[config.mk]
export PLATFORM = sky130hd
export DESIGN_NAME = pipe_adder
export DESIGN_NICKNAME = d
export VERILOG_FILES = /design/src/rtl/pipe_adder_pkg.sv /design/src/rtl/pipe_adder_add_slice.sv /design/src/rtl/pipe_adder.sv
export SDC_FILE = /design/constraint.sdc
export NUM_CORES = 1
export LEC_CHECK = 0
export BUFFER_PORTS_ARGS = -buffer_cell sky130_fd_sc_hd__buf_2
export CORE_ASPECT_RATIO = 0.75
export CORE_MARGIN = 2
export CORE_UTILIZATION = 45
export DETAILED_ROUTE_END_ITERATION = 8
export GPL_TIMING_DRIVEN = 1
export PLACE_DENSITY = 0.64
export SYNTH_ARGS = -nofsm -noshare
export SYNTH_HDL_FRONTEND = slang
export SYNTH_SLANG_ARGS = --single-unit
export TNS_END_PERCENT = 20
[constraint.sdc]
create_clock -name clk -period 3.9 [get_ports clk]
set_input_delay 0.39 -clock clk [delete_from_list [all_inputs] [get_ports clk]]
set_output_delay 0.39 -clock clk [all_outputs]
set_load 0.1 [all_outputs]
[src/rtl/pipe_adder_pkg.sv]
// Shared constants and per-stage register layout for the segmented pipelined adder.
// Fields are sized to MaxWidth so any legal Width fits; pipe_adder uses only the low Width bits.
package pipe_adder_pkg;

    localparam int unsigned DefaultWidth  = 16;
    localparam int unsigned DefaultStages = 4;
    localparam int unsigned MaxWidth      = 64;

    typedef struct packed {
        logic                valid;
        logic                carry;
        logic [MaxWidth-1:0] a;
        logic [MaxWidth-1:0] b;
        logic [MaxWidth-1:0] psum;
    } stage_t;

endpackage

[src/rtl/pipe_adder_add_slice.sv]
// Combinational Chunk-bit adder with carry in and carry out; one instance per pipeline stage.
module add_slice #(
    parameter int unsigned Chunk = 4
) (
    input  logic [Chunk-1:0] a,
    input  logic [Chunk-1:0] b,
    input  logic             c_in,
    output logic [Chunk-1:0] sum,
    output logic             c_out
);

    always_comb begin
        {c_out, sum} = {1'b0, a} + {1'b0, b} + {{Chunk{1'b0}}, c_in};
    end

endmodule

[src/rtl/pipe_adder.sv]
// Pipelined unsigned adder: Stages chunks, LSB first, carry registered between stages.
// Define PIPE_ADDER_SAT_EN to saturate sum to all ones when the full-width add carries out.
module pipe_adder
    import pipe_adder_pkg::*;
#(
    parameter int unsigned Width  = DefaultWidth,
    parameter int unsigned Stages = DefaultStages
) (
    input  logic             clk,
    input  logic             rst_n,
    input  logic [Width-1:0] a,
    input  logic [Width-1:0] b,
    input  logic             in_valid,
    output logic             in_ready,
    output logic [Width-1:0] sum,
    output logic             c_out,
    output logic             out_valid,
    input  logic             out_ready
);

    localparam int unsigned Chunk = Width / Stages;

    if (((Width % Stages) != 0) || (Width > MaxWidth)) begin : g_cfg_check
        $error("pipe_adder: Width must be a multiple of Stages and no larger than MaxWidth");
    end

    stage_t           src_s   [Stages];
    stage_t           stage_d [Stages];
    stage_t           stage_q [Stages];
    logic [Chunk-1:0] sl_a    [Stages];
    logic [Chunk-1:0] sl_b    [Stages];
    logic [Chunk-1:0] sl_sum  [Stages];
    logic             sl_cout [Stages];
    logic             advance;
    stage_t           last;
    logic             unused_last;

    always_comb begin
        advance  = !stage_q[Stages-1].valid || out_ready;
        in_ready = advance;
    end

    // Stage k consumes chunk k of the operands carried alongside the transaction.
    always_comb begin
        src_s[0]       = '0;
        src_s[0].valid = in_valid;
        src_s[0].a     = MaxWidth'(a);
        src_s[0].b     = MaxWidth'(b);
        for (int unsigned k = 1; k < Stages; k++) begin
            src_s[k] = stage_q[k-1];
        end
        for (int unsigned k = 0; k < Stages; k++) begin
            sl_a[k] = src_s[k].a[k*Chunk +: Chunk];
            sl_b[k] = src_s[k].b[k*Chunk +: Chunk];
        end
    end

    for (genvar k = 0; k < Stages; k++) begin : g_slice
        add_slice #(.Chunk(Chunk)) u_add_slice (
            .a     (sl_a[k]),
            .b     (sl_b[k]),
            .c_in  (src_s[k].carry),
            .sum   (sl_sum[k]),
            .c_out (sl_cout[k])
        );
    end

    always_comb begin
        for (int unsigned k = 0; k < Stages; k++) begin
            stage_d[k]                        = src_s[k];
            stage_d[k].carry                  = sl_cout[k];
            stage_d[k].psum[k*Chunk +: Chunk] = sl_sum[k];
        end
    end

    always_ff @(posedge clk) begin
        if (!rst_n) begin
            for (int unsigned k = 0; k < Stages; k++) begin
                stage_q[k] <= '0;
            end
        end else if (advance) begin
            for (int unsigned k = 0; k < Stages; k++) begin
                stage_q[k] <= stage_d[k];
            end
        end
    end

    always_comb begin
        last      = stage_q[Stages-1];
        out_valid = last.valid;
        c_out     = last.carry;
`ifdef PIPE_ADDER_SAT_EN
        sum       = last.carry ? '1 : last.psum[Width-1:0];
`else
        sum       = last.psum[Width-1:0];
`endif
        // Final-stage operand copies and upper sum bits have no consumer.
        unused_last = ^{last.a, last.b, last.psum};
    end

endmodule

After elaboration in Yosys (flattened, before gate mapping). Memory sizes are Yosys's and may differ from the RTL's. Cells that the tools add are included.

Bits in registers: 0. Bits in latches: 0. RAM bits: 776. Bits in read-only memories: 0. Input port bits: 36. Memories kept: 1.

Add/sub/neg operators: 7. $mul: 0. Div/mod/pow operators: 0. Order comparisons: 0. Equality and inequality tests: 0. Shifts and indexed selects: 0. Muxes and demuxes: 8. Bitwise operators: 4. Reduce and logical (&&, ||, !) cells: 2.

Memory list: stage_q (words 4, bits a word 194, rd ports 4, clocked after memory_dff 0, wr ports 4, line pipe_adder.sv:29) `stage_t stage_q [Stages];`.

Operators with widths (number): $mux W194 (4); $add A4 B4 Y5 (4); $add A5 B1 Y5 (3); $mux W1 (4); $or A1 B1 Y1 (4); $logic_not A1 Y1 (1); $logic_or A1 B1 Y1 (1).

Longest topological paths before layout. Gate-level depths: netlist (run 1). An unclocked memory read counts as a cell.

Depth after elaboration: 7. Mapped depth: 6. Depth with buffers taken out: 6.

By module. From an unflattened synthesis (run 1), not the netlist that was laid out.

Cells, all modules: 279. Area, all modules: 4201.5 um2.

By module, submodules not included: pipe_adder (times used 1, cells each 215, area each 3626.0 um2); add_slice (times used 4, cells each 16, area each 143.9 um2).

Worst setup path after synthesis (run 1). Ideal clock, no wire load.

Path type: reg-to-reg. From: mem stage_q[3][193] (netlist bit). To: mem stage_q[0][0] (netlist bit), enable pin. Library setup time: 1133 ps. Arrival time: 3427 ps. Required time: 2767 ps. Path slack: -660 ps. Stages on the path, launching flop included: 2. Cells stage by stage: edfxtp_1 -> nand3b_1.

RTL lines (line): start: declaration (pipe_adder.sv:29).

==> results of run 1 <==
## cells in the mapped netlist
library cell and count:
ha_1 13, nor3_2 1, and3_1 79, a21o_1 3, nand2_2 1, nor3b_1 1, buf_6 4, buf_12 2
clkbuf_1 8, nand3_1 4, a21oi_1 9, fa_1 7, nor2_1 5, buf_4 5, nand3b_1 5, edfxtp_1 96
nand2b_4 1, nor2b_1 8, nor3_1 3, o21ai_0 4, inv_1 19, mux2i_1 3
## kinds of logic (layout without fill, tap and decap cells)
logic type	after synthesis	count (layout)	share of synthesized area (%)
mux	3	3	0.715
buf+inv	38	91	5.33
compound gates	16	16	2.09
fa+ha+maj	20	20	7.21
simple gates	108	108	16.0
flops	96	96	68.6
## per-layer routing
layer,routed length [um],track usage [%],up-vias
met5,0,0,-
met4,75,4.60,0
met3,283,3.74,6
met2,2690,19.1,50
met1,2940,18.0,1069
li1,-,-,1129
## path summary, 6_finish.rpt
kind         cells past startpoint            start        endpoint  slack (ns)
max                              2  stage_q[3][193]        in_ready        1.60
min                              2             b[5]  stage_q[0][69]        0.37
max reg2reg                      2  stage_q[3][193]  stage_q[1][73]        2.04
min reg2reg                      1   stage_q[0][74]  stage_q[1][74]        0.54
## report_power, final
group / internal (mW) / switching [mW] / leakage (nW)
Combinational: 0.0658 / 0.139 / 1.02
Clock: 0.556 / 0.351 / 0.153
Sequential: 1.20 / 0.0161 / 1.14
Total: 1.82 / 0.506 / 2.31
## worst max-delay path, stage by stage, from the launching register on
cell and delay [ns]:
edfxtp_1 0.44, nand2b_4 0.56, buf_2 0.55
## area by class of cell
type / instances / share of cell area [%]
clock inverter: 7 / 1.80
sequential: 96 / 60.0
tap: 128 / 3.33
multi-input combinational: 147 / 22.8
timing repair buffer: 56 / 5.94
inverter: 19 / 1.48
clock buffer: 9 / 4.69
==> impl_metrics.ini, run 1 <==
[status]
outcome = finished, final reports clean

[timing]
worstMarginPinSlew_ns = 1.16
setup_viol = 0
period_minus_slack_ns = 2.30
hold_ws_ns = 0.367
relSlewSlack_pct = 22.5
setup_ws_ns = 1.60
fmax_ghz = 0.435
timing.final.max_slew_violations = 0
hold_viol = 0
fin_skew_ns = 0.00647
setup_tns_ns = 0
rsz0062_at_grt = no
fin_crit_sh_pct = 59.0

[routing]
ant_nets = 0
drc_errors = 0
wirelength_um = 6000
via_per_inst = 4.88
drtIter0Drc = 147
dr.pass1.iters = 5
vias = 2254
routedWlPerCell_um = 13.0

[cts]
cts_resized = 0
clock_latency_ns = 0.33
cts.sinks = 96
postCtsHoldBufs = 0
cts_setup_buffers = 0
cts-root-buf = clkbuf_16
clk_pin_slew_worst_paths_ns = 0.06
cts_max_path_buffers = 2
cts_inserted_buffers = 9
cts_tree = done
h-tree-depth = 3

[worst_setup_path]
critPathKind = reg -> out
endpoint_kind = primary output
start_kind = flop
critPathRequiredTime_ns = 3.51
cp_max_fo = 87
cp.arrival_ns = 1.91

[layout]
instances_no_fill = 462
largest_reg_flops = 96
seqCellArea_sq_mm = 0.00288
post-route-util_pct = 53.1
area_delta_synth_final_pct = 14.4
multiInputGateArea_sq_mm = 0.00109
top_regs = stage_q: 96 flops
finalInstanceArea_sq_mm = 0.00480
fillCellCount = 773
layout_common_cells = edfxtp_1 (96), and3_1 (79), buf_2 (54)
diodes = 0
final_common_cell = edfxtp_1
largest_register = stage_q
nNetsFinal = 385
drive_gt1_share_pct = 22.2

[placement]
place_hpwl_um = 3470
place_inst = 446
place_area_sq_mm = 0.00449
dpl_worst_slack_ns = 1.89
gp_congestion = 0.683
port_buffers = 54

[die]
die_area_sq_mm = 0.0101
core_area_sq_mm = 0.00905
initial_utilization_pct = 46.4
boundaryPins = 55
num_rows = 30
die_w_um = 116
die_h_um = 87.7

[power_and_ir_drop]
design_power_total_mw = 2.33
p_leak_nw = 2.31
vdd_drop_max_mv = 0.296
p_per_area_mw_per_mm2 = 485

[yosys]
yosys_warnings = 0
synth.area.top_cells = edfxtp_1 (69%), and3_1 (12%), ha_1 (3.9%)
synth_cell_types = 22
synth_top_cell_by_area = edfxtp_1
synth_top_area_share_pct = 68.6
yosysSeqAreaShare_pct = 68.6
ys_ff_latch = 96
syn_area_sq_mm = 0.00420
synthCells = 281
syn_nets = 337
syn_avg_cell_area_sq_um = 14.9

[global_routing]
grt_pass1_wl_um = 9940
gr-total-overflow = 0
antenna_found_initial = 0
grt_max_degree = 97
grt_pass1_vias = 2071
grtUsageTotal_pct = 12.8

[worst_hold_path]
worstHoldPathType = in -> reg

[flow_run]
drv_cap = 0
No activity file was read; power rests on OpenSTA's default activity.
==> run 2, diff against run 1 <==
==> constraint.sdc (replaced) <==
create_clock -name clk -period 2.1 [get_ports clk]
set_input_delay 0.21 -clock clk [delete_from_list [all_inputs] [get_ports clk]]
set_output_delay 0.21 -clock clk [all_outputs]
set_load 0.1 [all_outputs]
==> run 2 against run 1 <==
Effect of this change:
- utilization about the same
- first-iteration DRC count is 14% higher
- largest power group unchanged
- hold slack lost 0.19 ns
- largest cell class unchanged
- setup slack got worse by 1.3 ns
- via count grew 1.6%
- sequential share of layout area about the same
==> impl_metrics.ini, run 2 (synthesized netlist as in run 1, its figures left out) <==
[timing]
fin_crit_sh_pct = 85.9
setup_viol = 0
worstMarginPinSlew_ns = 0.521
fin_skew_ns = 0.00481
setup_ws_ns = 0.297
rsz0062_at_grt = no
period_minus_slack_ns = 1.80
timing.final.max_slew_violations = 0
relSlewSlack_pct = 65.3
hold_ws_ns = 0.182
hold_viol = 0
fmax_ghz = 0.555

[worst_setup_path]
crit_chain = inv_1 > fa_1 > fa_1 > nor2b_1 > o21ai_0 > a21oi_1
critPathSlowestCell = fa_1
r2r_cells = 6
start_kind = flop
critPathKind = reg -> reg
critPathRequiredTime_ns = 2.28
cp_common_cell = fa_1
cp_top_family = adder cells
cp_max_fo = 2
cp.arrival_ns = 1.99
cp.depth = 6
crit_path_max_incr_delay_ns = 0.44
endpoint_kind = flop
critical_path_buf_inv_count = 1

[worst_hold_path]
whs_path_depth = 2
worstHoldPathType = in -> reg

[placement]
place_hpwl_um = 3810
port_buffers = 54
gp_congestion = 0.809
dpl_worst_slack_ns = 0.331

[cts]
cts_setup_buffers = 0
cts_tree = done
cts_inserted_buffers = 9
h-tree-depth = 3
clock_latency_ns = 0.34
postCtsHoldBufs = 0
cts_max_path_buffers = 2
cts_resized = 0
clk_pin_slew_worst_paths_ns = 0.06
cts-root-buf = clkbuf_16
cts.sinks = 96

[layout]
drive_gt1_share_pct = 22.5
area_delta_synth_final_pct = 14.3
top_regs = stage_q: 96 flops
nNetsFinal = 389
diodes = 0
final_common_cell = edfxtp_1
layout_common_cells = edfxtp_1 (96), and3_1 (79), buf_2 (54)
largest_reg_flops = 96
largest_register = stage_q

[routing]
ant_nets = 0
drtIter0Drc = 167
drc_errors = 0
vias = 2291
routedWlPerCell_um = 13.5
wirelength_um = 6310
dr.pass1.iters = 4
via_per_inst = 4.92

[power_and_ir_drop]
vdd_drop_max_mv = 0.425
seqPwrFrac_pct = 55.2
power_frac_comb_pct = 9.5
p_clk_share_pct = 35.3
p_sw_mw = 0.943
p_per_area_mw_per_mm2 = 853
p_leak_nw = 2.31
p_int_mw = 3.15
switching_share_pct = 23.0

[die]
boundaryPins = 55
die_area_sq_mm = 0.0101
initial_utilization_pct = 46.4
die_w_um = 116
core_area_sq_mm = 0.00905
die_h_um = 87.7
num_rows = 30

[global_routing]
grt_pass1_vias = 2091
grt_max_degree = 97
grt_pass1_wl_um = 10200
grtUsageTotal_pct = 13.5
antenna_found_initial = 0
gr-total-overflow = 0

[flow_run]
drv_cap = 0

[status]
outcome = finished, final reports clean
==> run 2: changes by cell type in the layout (fill, tap and decap cells not counted) <==
cell	delta
clkinvlp_4	+1
clkbuf_1	+1
buf_4	+3
clkinv_2	-2
bufinv_16	-2
clkinv_4	+1
buf_12	+1
clkinv_1	+1
==> run 2: final cells by class <==
type,instances,area [sq um]
repair buffers,60,328
well taps,128,160
clock buffers,10,229
multi-input cells,147,1090
inverters,19,71.3
fillers,777,4250
flip-flops and latches,96,2880
clock inverters,6,36.3
==> run 2: power by group through the flow <==
stage / sequential, mW / clock, mW / combinational [mW]
global placement: 2.30 / 0 / 0.383
CTS: 2.26 / 1.50 / 0.393
finish: 2.26 / 1.45 / 0.388
floorplan: 2.43 / 0 / 0.173
global route: 2.27 / 1.56 / 0.425
detailed placement: 2.30 / 0 / 0.390
==> run 2: layer usage <==
metal / global-route usage (%) / share of wire (%) / wire (um)
met3: 5.74 / 5.7 / 361
met1: 18.5 / 49 / 3110
met2: 19.6 / 44 / 2770
met5: 0 / 0 / 0
met4: 4.27 / 1.0 / 65
==> run 2: path summary, 6_finish.rpt <==
kind | start | endpoint | slack, ns
max | stage_q[0][192] | stage_q[1][192] | 0.30
min | a[11] | stage_q[0][139] | 0.18
max reg2reg | stage_q[0][192] | stage_q[1][192] | 0.30
min reg2reg | stage_q[2][5] | stage_q[3][5] | 0.55
==> run 2: stage by stage <==
stage,TNS [ns],cells,util [%],power (mW),area (sq um)
final,0,466,53.1,4.09,4800
after global routing,0,466,53.1,4.26,4800
after CTS,0,466,53.1,4.15,4800
after detailed placement,0,450,50.1,2.69,4540
after global placement,0,450,50.1,2.68,4540
after floorplan,-230.01,281,-,2.61,4200
==> run 3, diff against run 2 <==
--- a/config.mk
+++ b/config.mk
@@ -12,6 +12,7 @@
 export DETAILED_ROUTE_END_ITERATION = 8
 export GPL_TIMING_DRIVEN = 1
 export PLACE_DENSITY = 0.64
+export RECOVER_POWER = 25
 export SYNTH_ARGS = -nofsm -noshare
 export SYNTH_HDL_FRONTEND = slang
 export SYNTH_SLANG_ARGS = --single-unit
==> run 3 against run 2 <==
Effect of this change:
- power shrank 0.11%
- non-clock buffer count is the same
- count of clock-buffer cells in the layout is the same
- setup slack gained 0.0013 ns
- die area is the same
- critical path depth is the same
- register-to-register slack is essentially flat
- sequential share of layout area grew 0.36 points
- routed wire length grew 0.13%
- clock power is essentially flat
- sequential power is essentially flat
- utilization shrank 0.32 points
- critical path type unchanged
- critical endpoint unchanged
==> impl_metrics.ini, run 3 (synthesized netlist as in run 1, its figures left out) <==
[worst_setup_path]
critPathSlowestCell = fa_1
start_kind = flop
crit_path_max_incr_delay_ns = 0.44
cp_top_family = adder cells
cp_common_cell = fa_1
crit_chain = inv_1 > fa_1 > fa_1 > nor2b_1 > o21ai_0 > a21oi_1
critical_path_buf_inv_count = 1
endpoint_kind = flop
critPathRequiredTime_ns = 2.28
cp_max_fo = 2
rrSetupSlack_ns = 0.30
cp.arrival_ns = 1.98
critPathKind = reg -> reg

[global_routing]
grtUsageTotal_pct = 13.5
grt_max_degree = 97
grt_pass1_vias = 2091
gr-total-overflow = 0
antenna_found_initial = 0
grt_pass1_wl_um = 10200

[routing]
vias = 2282
drc_errors = 0
wirelength_um = 6320
via_per_inst = 4.90
dr.pass1.iters = 4
ant_nets = 0
drtIter0Drc = 156
routedWlPerCell_um = 13.6

[layout]
finalInstanceArea_sq_mm = 0.00477
post-route-util_pct = 52.8
drive_gt1_share_pct = 16.9
top_regs = stage_q: 96 flops
instances_no_fill = 466
fillCellCount = 786
area_delta_synth_final_pct = 13.6
nNetsFinal = 389
largest_register = stage_q
layout_common_cells = edfxtp_1 (96), and3_1 (79), buf_2 (37)
final_common_cell = edfxtp_1
largest_reg_flops = 96
diodes = 0

[cts]
cts.sinks = 96
clock_latency_ns = 0.33
cts_tree = done
cts-root-buf = clkbuf_16
h-tree-depth = 3
postCtsHoldBufs = 0
clk_pin_slew_worst_paths_ns = 0.06
cts_resized = 0
cts_inserted_buffers = 9
cts_setup_buffers = 0
cts_max_path_buffers = 2

[placement]
port_buffers = 54
place_hpwl_um = 3810
place_area_sq_mm = 0.00454
dpl_worst_slack_ns = 0.331
place_inst = 450
gp_congestion = 0.809

[die]
boundaryPins = 55
die_h_um = 87.7
core_area_sq_mm = 0.00905
initial_utilization_pct = 46.4
die_w_um = 116
die_area_sq_mm = 0.0101
num_rows = 30

[status]
outcome = finished, final reports clean

[power_and_ir_drop]
p_clk_share_pct = 35.4
vdd_drop_max_mv = 0.425
design_power_total_mw = 4.09
p_sw_mw = 0.944
seqPwrFrac_pct = 55.3
switching_share_pct = 23.1
p_per_area_mw_per_mm2 = 857
power_frac_comb_pct = 9.4
p_int_mw = 3.15
p_leak_nw = 2.23

[flow_run]
drv_cap = 0

[timing]
relSlewSlack_pct = 21.9
setup_ws_ns = 0.298
hold_viol = 0
period_minus_slack_ns = 1.80
fin_crit_sh_pct = 85.8
setup_viol = 0
worstMarginPinSlew_ns = 1.18
fin_skew_ns = 0.00490
setup_tns_ns = 0
hold_ws_ns = 0.182
rsz0062_at_grt = no
fmax_ghz = 0.555
timing.final.max_slew_violations = 0

[worst_hold_path]
worstHoldPathType = in -> reg
-- run 3: cell count changes in the layout (fill, tap and decap cells not counted), sizes merged --
cell,previous run,this run
clkbuf,10,29
buf,60,41
-- run 3: power by group through the flow --
stage	Sequential (mW)	Clock, mW	Combinational [mW]
4_1_cts	2.26	1.50	0.393
5_1_grt	2.27	1.56	0.419
6_report	2.26	1.45	0.383
3_3_place_gp	2.30	0	0.383
3_5_place_dp	2.30	0	0.390
2_1_floorplan	2.43	0	0.173
-- run 3: final timing paths --
kind	end	start	depth (start not counted)
setup / recovery	stage_q[1][192]	stage_q[0][192]	6
hold / removal	stage_q[0][139]	a[11]	2
setup reg to reg	stage_q[1][192]	stage_q[0][192]	6
hold reg to reg	stage_q[3][5]	stage_q[2][5]	1
-- run 3: area by class of cell --
cell class	instances	area, sq um	share of cell area (%)
clock buffer	10	229	4.80
multi-input combinational	147	1090	22.9
timing repair buffer	60	299	6.27
tap	128	160	3.36
clock inverter	6	36.3	0.760
inverter	19	71.3	1.49
sequential	96	2880	60.4
-- run 3: layer usage --
metal / wire length, um / vias up / global-route usage, % / share of wire, %
met1: 3100 / 1084 / 18.5 / 49
met5: 0 / - / 0 / 0
met3: 357 / 6 / 5.74 / 5.7
li1: - / 1141 / - / -
met4: 65 / 0 / 4.27 / 1.0
met2: 2790 / 51 / 19.6 / 44
-- run 3: worst reg2reg max path: cells and delay by family (launching register included) --
family | cells | cell delay, ns
DFF | 1 | 0.32
and+or+nand+nor | 1 | 0.19
AOI/OAI and AO/OA | 2 | 0.26
adders and majority gates | 2 | 0.84
buffers and inverters | 1 | 0.05
